==> config.mk <==
export PLATFORM = sky130hd
export DESIGN_NAME = fetch_unit
export DESIGN_NICKNAME = d
export VERILOG_FILES = /design/src/rtl/fetch_unit_pkg.sv /design/src/rtl/fetch_unit.sv
export SDC_FILE = /design/constraint.sdc
export NUM_CORES = 1
export LEC_CHECK = 0
export ABC_AREA = 0
export CAP_MARGIN = 10
export CORE_MARGIN = 1
export CORE_UTILIZATION = 45
export CTS_CLUSTER_DIAMETER = 200
export DETAILED_ROUTE_END_ITERATION = 10
export HOLD_SLACK_MARGIN = 0.05
export PLACE_DENSITY_LB_ADDON = 0.1
export SETUP_SLACK_MARGIN = 0.2
export SYNTH_ARGS = -nofsm -noshare
export SYNTH_HDL_FRONTEND = slang
export SYNTH_SLANG_ARGS = --single-unit
export TNS_END_PERCENT = 10
==> constraint.sdc <==
create_clock -name clk -period 10.3 [get_ports clk]
set_input_delay 1.545 -clock clk [delete_from_list [all_inputs] [get_ports clk]]
set_output_delay 1.545 -clock clk [all_outputs]
set_load 0.01 [all_outputs]
==> src/rtl/fetch_unit_pkg.sv <==
// Shared SimpleRISC fetch definitions: datapath widths, default boot PC and fetch FSM encoding.
package fetch_unit_pkg;

   localparam int INSTR_W = 32;
   localparam int PC_W    = 32;

   localparam logic [PC_W-1:0] DEFAULT_RESET_PC = 32'h0000_0000;

   typedef enum logic [1:0] {
      ST_BOOT = 2'd0,
      ST_RUN  = 2'd1,
      ST_HALT = 2'd2
   } fetch_state_e;

endpackage

==> src/rtl/fetch_unit.sv <==
// Instruction-fetch stage: owns the PC, drives the synchronous IM read port and
// hands {inst, pc} downstream with valid/ready, honouring stall, redirect and halt.
module fetch_unit
   import fetch_unit_pkg::*;
#(
   parameter int              N        = 7,
   parameter logic [PC_W-1:0] RESET_PC = DEFAULT_RESET_PC
) (
   input  logic               clk,
   input  logic               rst_n,
   input  logic               redirect_i,
   input  logic [PC_W-1:0]    redirect_pc_i,
   input  logic               halt_i,
   input  logic               ready_i,
   output logic               im_ena_o,
   output logic [N-1:0]       im_addra_o,
   input  logic [INSTR_W-1:0] im_douta_i,
   output logic               valid_o,
   output logic [INSTR_W-1:0] inst_o,
   output logic [PC_W-1:0]    pc_o,
   output logic [31:0]        fetch_count_o
);

   fetch_state_e    state_q, state_d;
   logic [PC_W-1:0] fetch_pc_q, pc_q, issue_pc;
   logic            valid_q, issue, drop, advance;
   logic [31:0]     count_q;

   assign advance = ~valid_q | ready_i;

   // NOTE: every always_comb output gets a default first so no path can infer a latch.
   always_comb begin
      state_d  = state_q;
      issue    = 1'b0;
      drop     = 1'b0;
      issue_pc = fetch_pc_q;
      unique case (state_q)
         ST_BOOT: begin
            issue   = 1'b1;
            state_d = ST_RUN;
         end
         ST_RUN: begin
            if (redirect_i) begin
               issue    = 1'b1;
               issue_pc = redirect_pc_i & ~32'h3;
            end else if (halt_i) begin
               drop    = 1'b1;
               state_d = ST_HALT;
            end else begin
               issue = advance;
            end
         end
         ST_HALT: begin
            if (redirect_i) begin
               issue    = 1'b1;
               issue_pc = redirect_pc_i & ~32'h3;
               state_d  = ST_RUN;
            end
         end
         default: state_d = ST_BOOT;
      endcase
   end

   // NOTE: state uses non-blocking assignments so every register samples pre-edge values.
   always_ff @(posedge clk or negedge rst_n) begin
      if (!rst_n) begin
         state_q    <= ST_BOOT;
         fetch_pc_q <= RESET_PC;
         pc_q       <= '0;
         valid_q    <= 1'b0;
         count_q    <= '0;
      end else begin
         state_q <= state_d;
         if (issue) begin
            pc_q       <= issue_pc;
            fetch_pc_q <= issue_pc + 32'd4;
            valid_q    <= 1'b1;
         end else if (drop) begin
            valid_q <= 1'b0;
         end
         if (valid_o && ready_i) count_q <= count_q + 32'd1;
      end
   end

   // The BOOT read must not fire while reset is still held, hence the rst_n gate.
   assign im_ena_o      = issue & rst_n;
   assign im_addra_o    = issue_pc[N+1:2];
   assign valid_o       = valid_q & ~redirect_i;
   assign inst_o        = im_douta_i;
   assign pc_o          = pc_q;
   assign fetch_count_o = count_q;

endmodule
==> flow_summary_export.csv, run 1 <==
group,metric,value,unit
drt,vias,5036,
critical_path,path_max_fanout,59,
drt,drc,0,
floorplanning,dieArea,13600,µm²
run,maxCapViolCount,0,
timing,tns,0,ns
finish,diodes,0,
synthesis,synthAdderAreaFrac,1.27,%
synthesis,synthSimpleGateAreaFrac,24.4,%
timing,max_slew_margin,43.6,%
critical_path,critPathRequiredTime,8.76,ns
cts,cts_hold_buf,0,
cts,cts-htree-levels,3,
drt,wl_per_cell,15.8,µm
floorplanning,io_pins,174,
critical_path,crit_arrival,4.12,ns
cts,cts_tree,"built",
grt,grt_pass1_wl,23800,µm
cts,cts_resized,0,
cts,clkLatencyLatePin,0.35,ns
finish,final_cell_mix,"nand2_1 (141), clkdlybuf4s50_1 (104), dfrtp_1 (95)",
synthesis,ys_warn_count,0,
timing,timing.final.crit_share,55.0,%
cts,clk_pin_slew,0.06,ns
timing,hold_violations,0,
synthesis,synthesis.area,5930,µm²
synthesis,ys_seq_area_share,40.1,%
cts,clockRootBuffer,"clkbuf_16",
timing,period_minus_slack,5.67,ns
timing,tightest_slew,0.846,ns
synthesis,ys_ff_latch,95,
critical_path,startpoint_type,"input port",
grt,grt_pass1_vias,4858,
timing,fin_skew,0.0103,ns
grt,grt_util_all_layers,22.4,%
grt,grt_overflow,0,
synthesis,yosysUniqueCellTypes,62,
power_and_ir_drop,p_comb_share,52.1,%
synthesis,synth_xor_area_share,5.46,%
power_and_ir_drop,power_leakage,3.02,nW
floorplanning,core-area,12700,µm²
finish,finalNetCount,802,
synthesis,synth_edf_count,0,
synthesis,yosysTopAreaCellShare,40.1,%
floorplanning,rows,41,
timing,fmax,176,MHz
synthesis,async_reset_ff_share,100,%
floorplanning,start_util,46.6,%
timing,rsz0062_at_grt,"false",
drt,first_pass_iters,4,
critical_path,worstSetupPathType,"in2out",
outcome,status,"completed",
synthesis,synth_ff_type,"dfrtp_1",
cts,cts_setup_buffers,0,
critical_path,cp-end-kind,"primary output",
finish,layout_commonest_cell,"nand2_1",
placed_design,place_congestion,0.793,
finish,drive_gt1_share,7.25,%
synthesis,synth_compound_area_share,16.3,%
timing,layout_setup_ws,4.63,ns
synthesis,synth.area.top_cells,"dfrtp_1 (40%), nand2_1 (9.0%), buf_4 (5.6%)",
power_and_ir_drop,power_switching,0.000899,W
grt,antenna_found_initial,0,
drt,drt-initial-drc-count,353,
synthesis,yosysTopAreaCell,"dfrtp_1",
finish,area_growth,19.7,%
power_and_ir_drop,p_int,0.00119,W
power_and_ir_drop,power_frac_clock,18.0,%
grt,grt_start_max_net_pins,77,
power_and_ir_drop,vdd_drop_max,0.137,mV
power_and_ir_drop,p_seq_share,30.0,%
drt,wirelength,14300,µm
timing,setup_viol_count_final,0,
floorplanning,die_y,117,µm
finish,fill_cells,1223,
cts,cts-buffers-inserted,9,
placed_design,port_buffers,105,
placed_design,dp_slack,4.66,ns
placed_design,hpwlAfterDp,9710,µm
cts,cts_sinks,95,
power_and_ir_drop,p_sw_share,43.1,%
power_and_ir_drop,pwr_density_cell,293,nW/µm²
cts,clockBufferDepth,2,
synthesis,avgSynthCellArea,8.74,µm²
drt,vias_per_cell,5.58,
hold_path,hold_path.class,"reg2reg",
drt,antenna_left,0,
synthesis,synth_top_family_by_area,"simple AND/OR/NAND/NOR gates",
synthesis,synth_mux_area_share,3.44,%
floorplanning,die_w,117,µm
synthesis,netlist_instances,679,
timing,final_max_slew_viol_count,0,
==> cell type report <==
| type | instances | area [µm²] | share of cell area, % |
|---|---|---|---|
| multi-input combinational | 499 | 3050 | 42.9 |
| sequential | 95 | 2380 | 33.5 |
| clock inverter | 3 | 65.1 | 0.916 |
| clock buffer | 12 | 267 | 3.75 |
| inverter | 11 | 41.3 | 0.581 |
| timing repair buffer | 111 | 1090 | 15.4 |
| tap | 172 | 215 | 3.03 |
==> final timing paths <==
path | slack [ns] | cells past startpoint | start | to
worst min-delay path | 0.47 | 2 | pc_o[20]$_DFFE_PN0P_ | pc_o[20]$_DFFE_PN0P_
min in group asynchronous | 1.12 | 1 | rst_n | fetch_count_o[27]$_DFFE_PN0P_
worst max register to register | 6.62 | 13 | state_q[0]$_DFFE_PN0P_ | fetch_pc_q[26]$_DFFE_PN0P_
max in group asynchronous | 7.97 | 2 | rst_n | pc_o[15]$_DFFE_PN0P_
worst max-delay path | 4.63 | 7 | redirect_i | im_ena_o
worst min register to register | 0.47 | 2 | pc_o[20]$_DFFE_PN0P_ | pc_o[20]$_DFFE_PN0P_
==> Yosys cell counts, types with 12 or more instances <==
master,count
xor2_1,14
o211ai_1,14
mux2i_1,17
xnor2_1,23
o21ai_0,26
clkbuf_1,13
dfrtp_1,95
nor2_1,34
a21oi_1,46
and3_1,22
nand4_1,23
o31ai_1,12
nand3_1,21
nand2_1,142
buf_4,44
==> metal layers <==
layer | track usage [%] | vias to the layer above | share of wire [%] | routed length (µm)
met4 | 8.86 | 0 | 1.9 | 278
met5 | 0 | - | 0 | 0
met1 | 29.7 | 2429 | 45 | 6480
met3 | 4.07 | 22 | 5.4 | 773
li1 | - | 2438 | - | -
met2 | 36.3 | 147 | 47 | 6770
==> worst max-delay path: stages <==
cell             delay (ns)
clkdlybuf4s50_1        0.45
buf_4                  0.40
o21ai_1                0.22
a31oi_4                0.19
buf_4                  0.55
and2_1                 0.21
clkdlybuf4s50_1        0.53
==> sequential cells by signal (all words and copies together) (netlist names) <==
register,cells
fetch_count_o,32
fetch_pc_q,30
pc_o,30
valid_q,1
state_q,2
==> metrics by stage <==
stage	util, %	std cells	hold WS [ns]	total power, W	area (µm²)
after floorplan	-	680	0.444	0.00139	5940
after global placement	53.2	888	0.455	0.00169	6770
after detailed placement	53.2	888	0.465	0.00172	6770
after CTS	55.8	903	0.480	0.00210	7100
after global routing	55.8	903	0.493	0.00226	7100
final	55.8	903	0.473	0.00208	7100
==> cells by family (layout without fill, tap and decap cells) <==
family / after synthesis / after routing
simple gates: 283 / 283
compound gates: 151 / 151
flops: 95 / 95
buf+inv: 86 / 137
xor+xnor: 37 / 37
mux: 20 / 20
fa+ha+maj: 6 / 6
other cells: 1 / 2
==> power by group through the flow <==
stage	sequential, W	combinational [W]	clock [W]
after floorplan	0.000639	0.000749	0
after global placement	0.000623	0.00107	0
after detailed placement	0.000629	0.00109	0
after CTS	0.000625	0.00110	0.000383
after global routing	0.000645	0.00121	0.000399
final	0.000625	0.00109	0.000375
Power figures use the tool's default switching activity.
==> run 2, diff against run 1 <==
CORE_UTILIZATION = 44   (was 45)
clock period = 5.1 ns   (was 10.3 ns; I/O delays follow)
==> run 2 against run 1 <==
Against the previous run: clock skew down 0.0030 ns; sequential power up 100%; first-iteration DRC count down 2.0%; sequential share of layout area up 0.23 points; non-clock buffer count unchanged; global-route usage down 0.68 points; largest power group unchanged.
==> flow_summary_export.csv, run 2 (synthesized netlist as in run 1, its figures left out) <==
group,metric,value,unit
outcome,status,"completed",
critical_path,reg2regPathDepth,10,
finish,fill_cells,1225,
timing,period_minus_slack,3.65,ns
placed_design,hpwlAfterDp,9860,µm
critical_path,r2r-start,"state_q[0]$_DFFE_PN0P_",
finish,regArea,2380,µm²
critical_path,critPathRequiredTime,4.34,ns
cts,cts_hold_buf,0,
timing,fin_skew,0.00731,ns
critical_path,crit_arrival,2.89,ns
finish,layout_commonest_cell,"nand2_1",
drt,drt-initial-drc-count,346,
cts,clockBufferDepth,2,
drt,vias,5047,
floorplanning,core-area,13200,µm²
timing,tns,0,ns
critical_path,worstSetupPathType,"in2out",
grt,antenna_found_initial,0,
cts,cts-htree-levels,3,
cts,clockRootBuffer,"clkbuf_16",
critical_path,path_max_fanout,43,
run,maxCapViolCount,0,
timing,setup_viol_count_final,0,
cts,cts_sinks,95,
finish,final_cell_mix,"nand2_1 (141), clkdlybuf4s50_1 (104), dfrtp_1 (95)",
floorplanning,dieArea,14000,µm²
power_and_ir_drop,power_leakage,2.99,nW
finish,finalNetCount,802,
placed_design,post-place-cells,892,
cts,clkLatencyLatePin,0.35,ns
floorplanning,io_pins,174,
critical_path,rr_endpoint,"fetch_pc_q[29]$_DFFE_PN0P_",
critical_path,cp-end-kind,"primary output",
timing,tightest_slew,1.01,ns
power_and_ir_drop,vdd_drop_max,0.249,mV
timing,timing.final.crit_share,71.6,%
placed_design,port_buffers,105,
finish,final_cell_count_no_fill,908,
placed_design,place_congestion,0.846,
critical_path,r2r_slack,1.67,ns
cts,cts-buffers-inserted,9,
drt,antenna_left,0,
drt,drc,0,
finish,largest_register_ffs,32,
timing,rsz0062_at_grt,"false",
timing,final_max_slew_viol_count,0,
timing,hold_violations,0,
critical_path,crit_start,"redirect_i",
grt,grt_overflow,0,
drt,wirelength,14700,µm
finish,area_growth,18.9,%
timing,fmax,274,MHz
cts,cts_resized,0,
hold_path,hold_path.class,"in2async",
grt,grt_pass1_vias,4881,
critical_path,startpoint_type,"input port",
finish,drive_gt1_share,7.38,%
drt,vias_per_cell,5.56,
timing,max_slew_margin,32.7,%
floorplanning,die_w,118,µm
grt,grt_start_max_net_pins,77,
finish,multi_input_area,3050,µm²
drt,wl_per_cell,16.2,µm
drt,first_pass_iters,5,
grt,grt_pass1_wl,24400,µm
cts,clk_pin_slew,0.07,ns
cts,cts_tree,"built",
grt,grt_util_all_layers,21.7,%
floorplanning,die_y,118,µm
floorplanning,rows,42,
floorplanning,start_util,45.0,%
cts,cts_setup_buffers,0,
power_and_ir_drop,pwr_density_cell,585,nW/µm²
finish,diodes,0,
[run 2: cell count changes in the layout (fill, tap and decap cells not counted)]
cell        before  now
bufinv_16        2    0
inv_6            0    3
clkbuf_8         3    0
clkinvlp_4       0    3
[run 2: per-layer routing]
layer,vias to the layer above,share of wire (%),track usage (%),wire (µm)
met5,-,0,0,0
met4,0,2.5,10.1,361
met3,39,5.1,2.96,749
met2,152,46,33.5,6790
met1,2415,46,30.1,6830
li1,2441,-,-,-
[run 2: area by class of cell]
cell class / count / area share [%]
repair buffers: 111 / 15.5
clock inverters: 7 / 0.762
inverters: 11 / 0.585
well taps: 176 / 3.12
multi-input cells: 499 / 43.2
clock buffers: 9 / 3.19
flip-flops and latches: 95 / 33.7
[run 2: worst max-delay path by stage]
stage,cells after the start,to,slack [ns]
floorplan,17,fetch_pc_q[26]$_DFFE_PN0P_,1.66
global placement,10,fetch_pc_q[26]$_DFFE_PN0P_,1.44
detailed placement,9,fetch_pc_q[29]$_DFFE_PN0P_,1.37
CTS,6,im_ena_o,1.43
global route,6,im_ena_o,1.34
finish,6,im_ena_o,1.45
[run 2: report_power, final]
part,switching (W),leakage (nW),internal (W)
sequential,0.000222,1.16,0.00104
clock,0.000318,0.129,0.000335
combinational,0.00132,1.70,0.000893
[run 2: stage by stage]
stage                     worst slack, ns  hold slack [ns]  power, W  util, %  area, µm²
after floorplan                      1.66            0.444   0.00280        -       5940
final                                1.45            0.282   0.00413     53.5       7060
after global routing                 1.34            0.300   0.00446     53.5       7060
after detailed placement             1.37            0.464   0.00349     51.4       6780
after CTS                            1.43            0.282   0.00416     53.5       7060
after global placement               1.44            0.456   0.00342     51.4       6780
[run 2: worst max-delay path, cell delays in order]
cell	delay (ns)
clkdlybuf4s50_1	0.49
buf_4	0.39
o21ai_1	0.23
a31oi_4	0.29
and2_1	0.17
clkdlybuf4s50_1	0.53
==> run 3, diff against run 2 <==
CORE_UTILIZATION = 45   (was 44)
clock period = 3.8 ns   (was 5.1 ns; I/O delays follow)
==> run 3 against run 2 <==
Against the previous run: total power is 36% higher; non-clock buffer count rose by 8; die area down 2.2%; global-route usage up 0.99 points; count of clock-buffer cells in the layout up 2; routed wire length decreased by 0.54%; register-to-register slack got worse by 0.91 ns; clock power grew 36%; critical path type unchanged; critical endpoint is now im_addra_o[6]; highest routed layer unchanged.
==> flow_summary_export.csv, run 3 (synthesized netlist as in run 1, its figures left out) <==
group,metric,value,unit
outcome,status,"completed",
timing,max_slew_margin,46.6,%
cts,cts_tree,"built",
placed_design,port_buffers,105,
timing,rsz0062_at_grt,"false",
floorplanning,start_util,46.6,%
timing,setup_viol_count_final,0,
placed_design,postPlaceCellArea,6850,µm²
cts,cts-htree-levels,3,
floorplanning,die_w,117,µm
cts,cts_resized,0,
power_and_ir_drop,power_leakage,3.04,nW
cts,cts-buffers-inserted,9,
critical_path,critical-path-max-stage-delay,0.56,ns
critical_path,critPathRequiredTime,3.23,ns
critical_path,startpoint_type,"input port",
timing,fmax,303,MHz
drt,drt-initial-drc-count,280,
cts,cts_sinks,95,
cts,clk_pin_slew,0.06,ns
floorplanning,rows,41,
drt,first_pass_iters,4,
floorplanning,die_y,117,µm
drt,vias,5052,
grt,grt_pass1_wl,24100,µm
cts,cts_hold_buf,0,
finish,final_cell_area,7130,µm²
finish,fill_cells,1227,
floorplanning,io_pins,174,
critical_path,cp-end-kind,"primary output",
finish,finalNetCount,810,
drt,wl_per_cell,16.1,µm
drt,vias_per_cell,5.55,
placed_design,post-place-cells,896,
power_and_ir_drop,p_int,0.00316,W
power_and_ir_drop,vdd_drop_max,0.316,mV
grt,grt_util_all_layers,22.7,%
cts,clockRootBuffer,"clkbuf_16",
power_and_ir_drop,p_comb_share,54.1,%
grt,grt_start_max_net_pins,64,
drt,drc,0,
grt,grt_pass1_vias,5000,
cts,cts_setup_buffers,0,
finish,multi_input_area,3050,µm²
placed_design,hpwlAfterDp,10500,µm
critical_path,worstSetupPathType,"in2out",
finish,final_cell_count_no_fill,911,
finish,diodes,0,
timing,fin_skew,0.00735,ns
finish,largest_register_ffs,32,
finish,regArea,2380,µm²
timing,tightest_slew,0.801,ns
power_and_ir_drop,p_seq_share,30.1,%
timing,timing.final.crit_share,87.0,%
cts,clockBufferDepth,2,
floorplanning,dieArea,13600,µm²
critical_path,worstPathCellList,"clkdlybuf4s50_1 -> buf_4 -> nand2_2 -> buf_4 -> nand2_1 -> nand2_1 -> clkdlybuf4s50_1",
timing,tns,0,ns
critical_path,path_max_fanout,49,
floorplanning,core-area,12700,µm²
timing,hold_violations,0,
grt,grt_overflow,0,
finish,layout_commonest_cell,"nand2_1",
critical_path,crit_arrival,2.73,ns
drt,antenna_left,0,
finish,final_cell_mix,"nand2_1 (141), clkdlybuf4s50_1 (104), dfrtp_1 (95)",
power_and_ir_drop,power_frac_clock,15.8,%
critical_path,slowest_stage,"clkdlybuf4s50_1",
cts,clkLatencyLatePin,0.35,ns
hold_path,hold_path.class,"in2async",
grt,antenna_found_initial,0,
finish,area_growth,20.1,%
drt,wirelength,14600,µm
power_and_ir_drop,power_switching,0.00247,W
timing,period_minus_slack,3.30,ns
finish,drive_gt1_share,7.98,%
placed_design,place_congestion,0.806,
power_and_ir_drop,p_sw_share,43.8,%
timing,final_max_slew_viol_count,0,
run,maxCapViolCount,0,
power_and_ir_drop,pwr_density_cell,790,nW/µm²
-- run 3: cell types whose count changed in the layout (fill, tap and decap cells not counted) --
cell and delta:
bufinv_16 +1, clkinv_2 +1, clkinvlp_4 -2, inv_6 -3, buf_12 +1, clkbuf_1 +2
buf_4 +7
-- run 3: path summary, 6_finish.rpt --
path	from	endpoint	slack, ns	cells after the start
max	redirect_i	im_addra_o[6]	0.50	7
min	rst_n	fetch_count_o[26]$_DFFE_PN0P_	0.16	1
max reg2reg	state_q[0]$_DFFE_PN0P_	fetch_pc_q[30]$_DFFE_PN0P_	0.76	11
min reg2reg	pc_o[8]$_DFFE_PN0P_	pc_o[8]$_DFFE_PN0P_	0.48	2
max in group asynchronous	rst_n	pc_o[23]$_DFFE_PN0P_	2.47	2
min in group clk	pc_o[8]$_DFFE_PN0P_	pc_o[8]$_DFFE_PN0P_	0.48	2
-- run 3: per-stage QoR --
stage	setup slack (ns)	util, %	hold slack (ns)	power, W
after global routing	0.313	56.0	0.210	0.00610
after floorplan	0.360	-	0.274	0.00376
after CTS	0.460	56.0	0.177	0.00568
final	0.495	56.0	0.162	0.00563
after global placement	0.500	53.8	0.455	0.00468
after detailed placement	0.462	53.8	0.465	0.00477
-- run 3: area by class of cell --
type                    count  share of cell area (%)
clock inverters             4                   0.667
flip-flops and latches     95                    33.4
multi-input cells         499                    42.7
clock buffers              11                    3.27
repair buffers            119                    16.4
inverters                  11                   0.579
well taps                 172                    3.02
-- run 3: worst max-delay path: cells and delay by family --
kind	cells	cell delay, ns
AND/OR/NAND/NOR	3	0.37
buffers and inverters	4	1.79
-- run 3: power by group through the flow --
| stage | sequential (W) | combinational, W | clock [W] |
|---|---|---|---|
| floorplan | 0.00173 | 0.00203 | 0 |
| global placement | 0.00168 | 0.00299 | 0 |
| detailed placement | 0.00171 | 0.00306 | 0 |
| CTS | 0.00169 | 0.00308 | 0.000916 |
| global route | 0.00175 | 0.00340 | 0.000946 |
| finish | 0.00169 | 0.00305 | 0.000888 |
-- run 3: metal layers --
metal,track usage [%],part of all wire (%),vias up
li1,-,-,2463
met3,3.71,5.2,29
met4,9.45,2.1,0
met5,0,0,-
met2,39.8,49,127
met1,27.7,43,2433
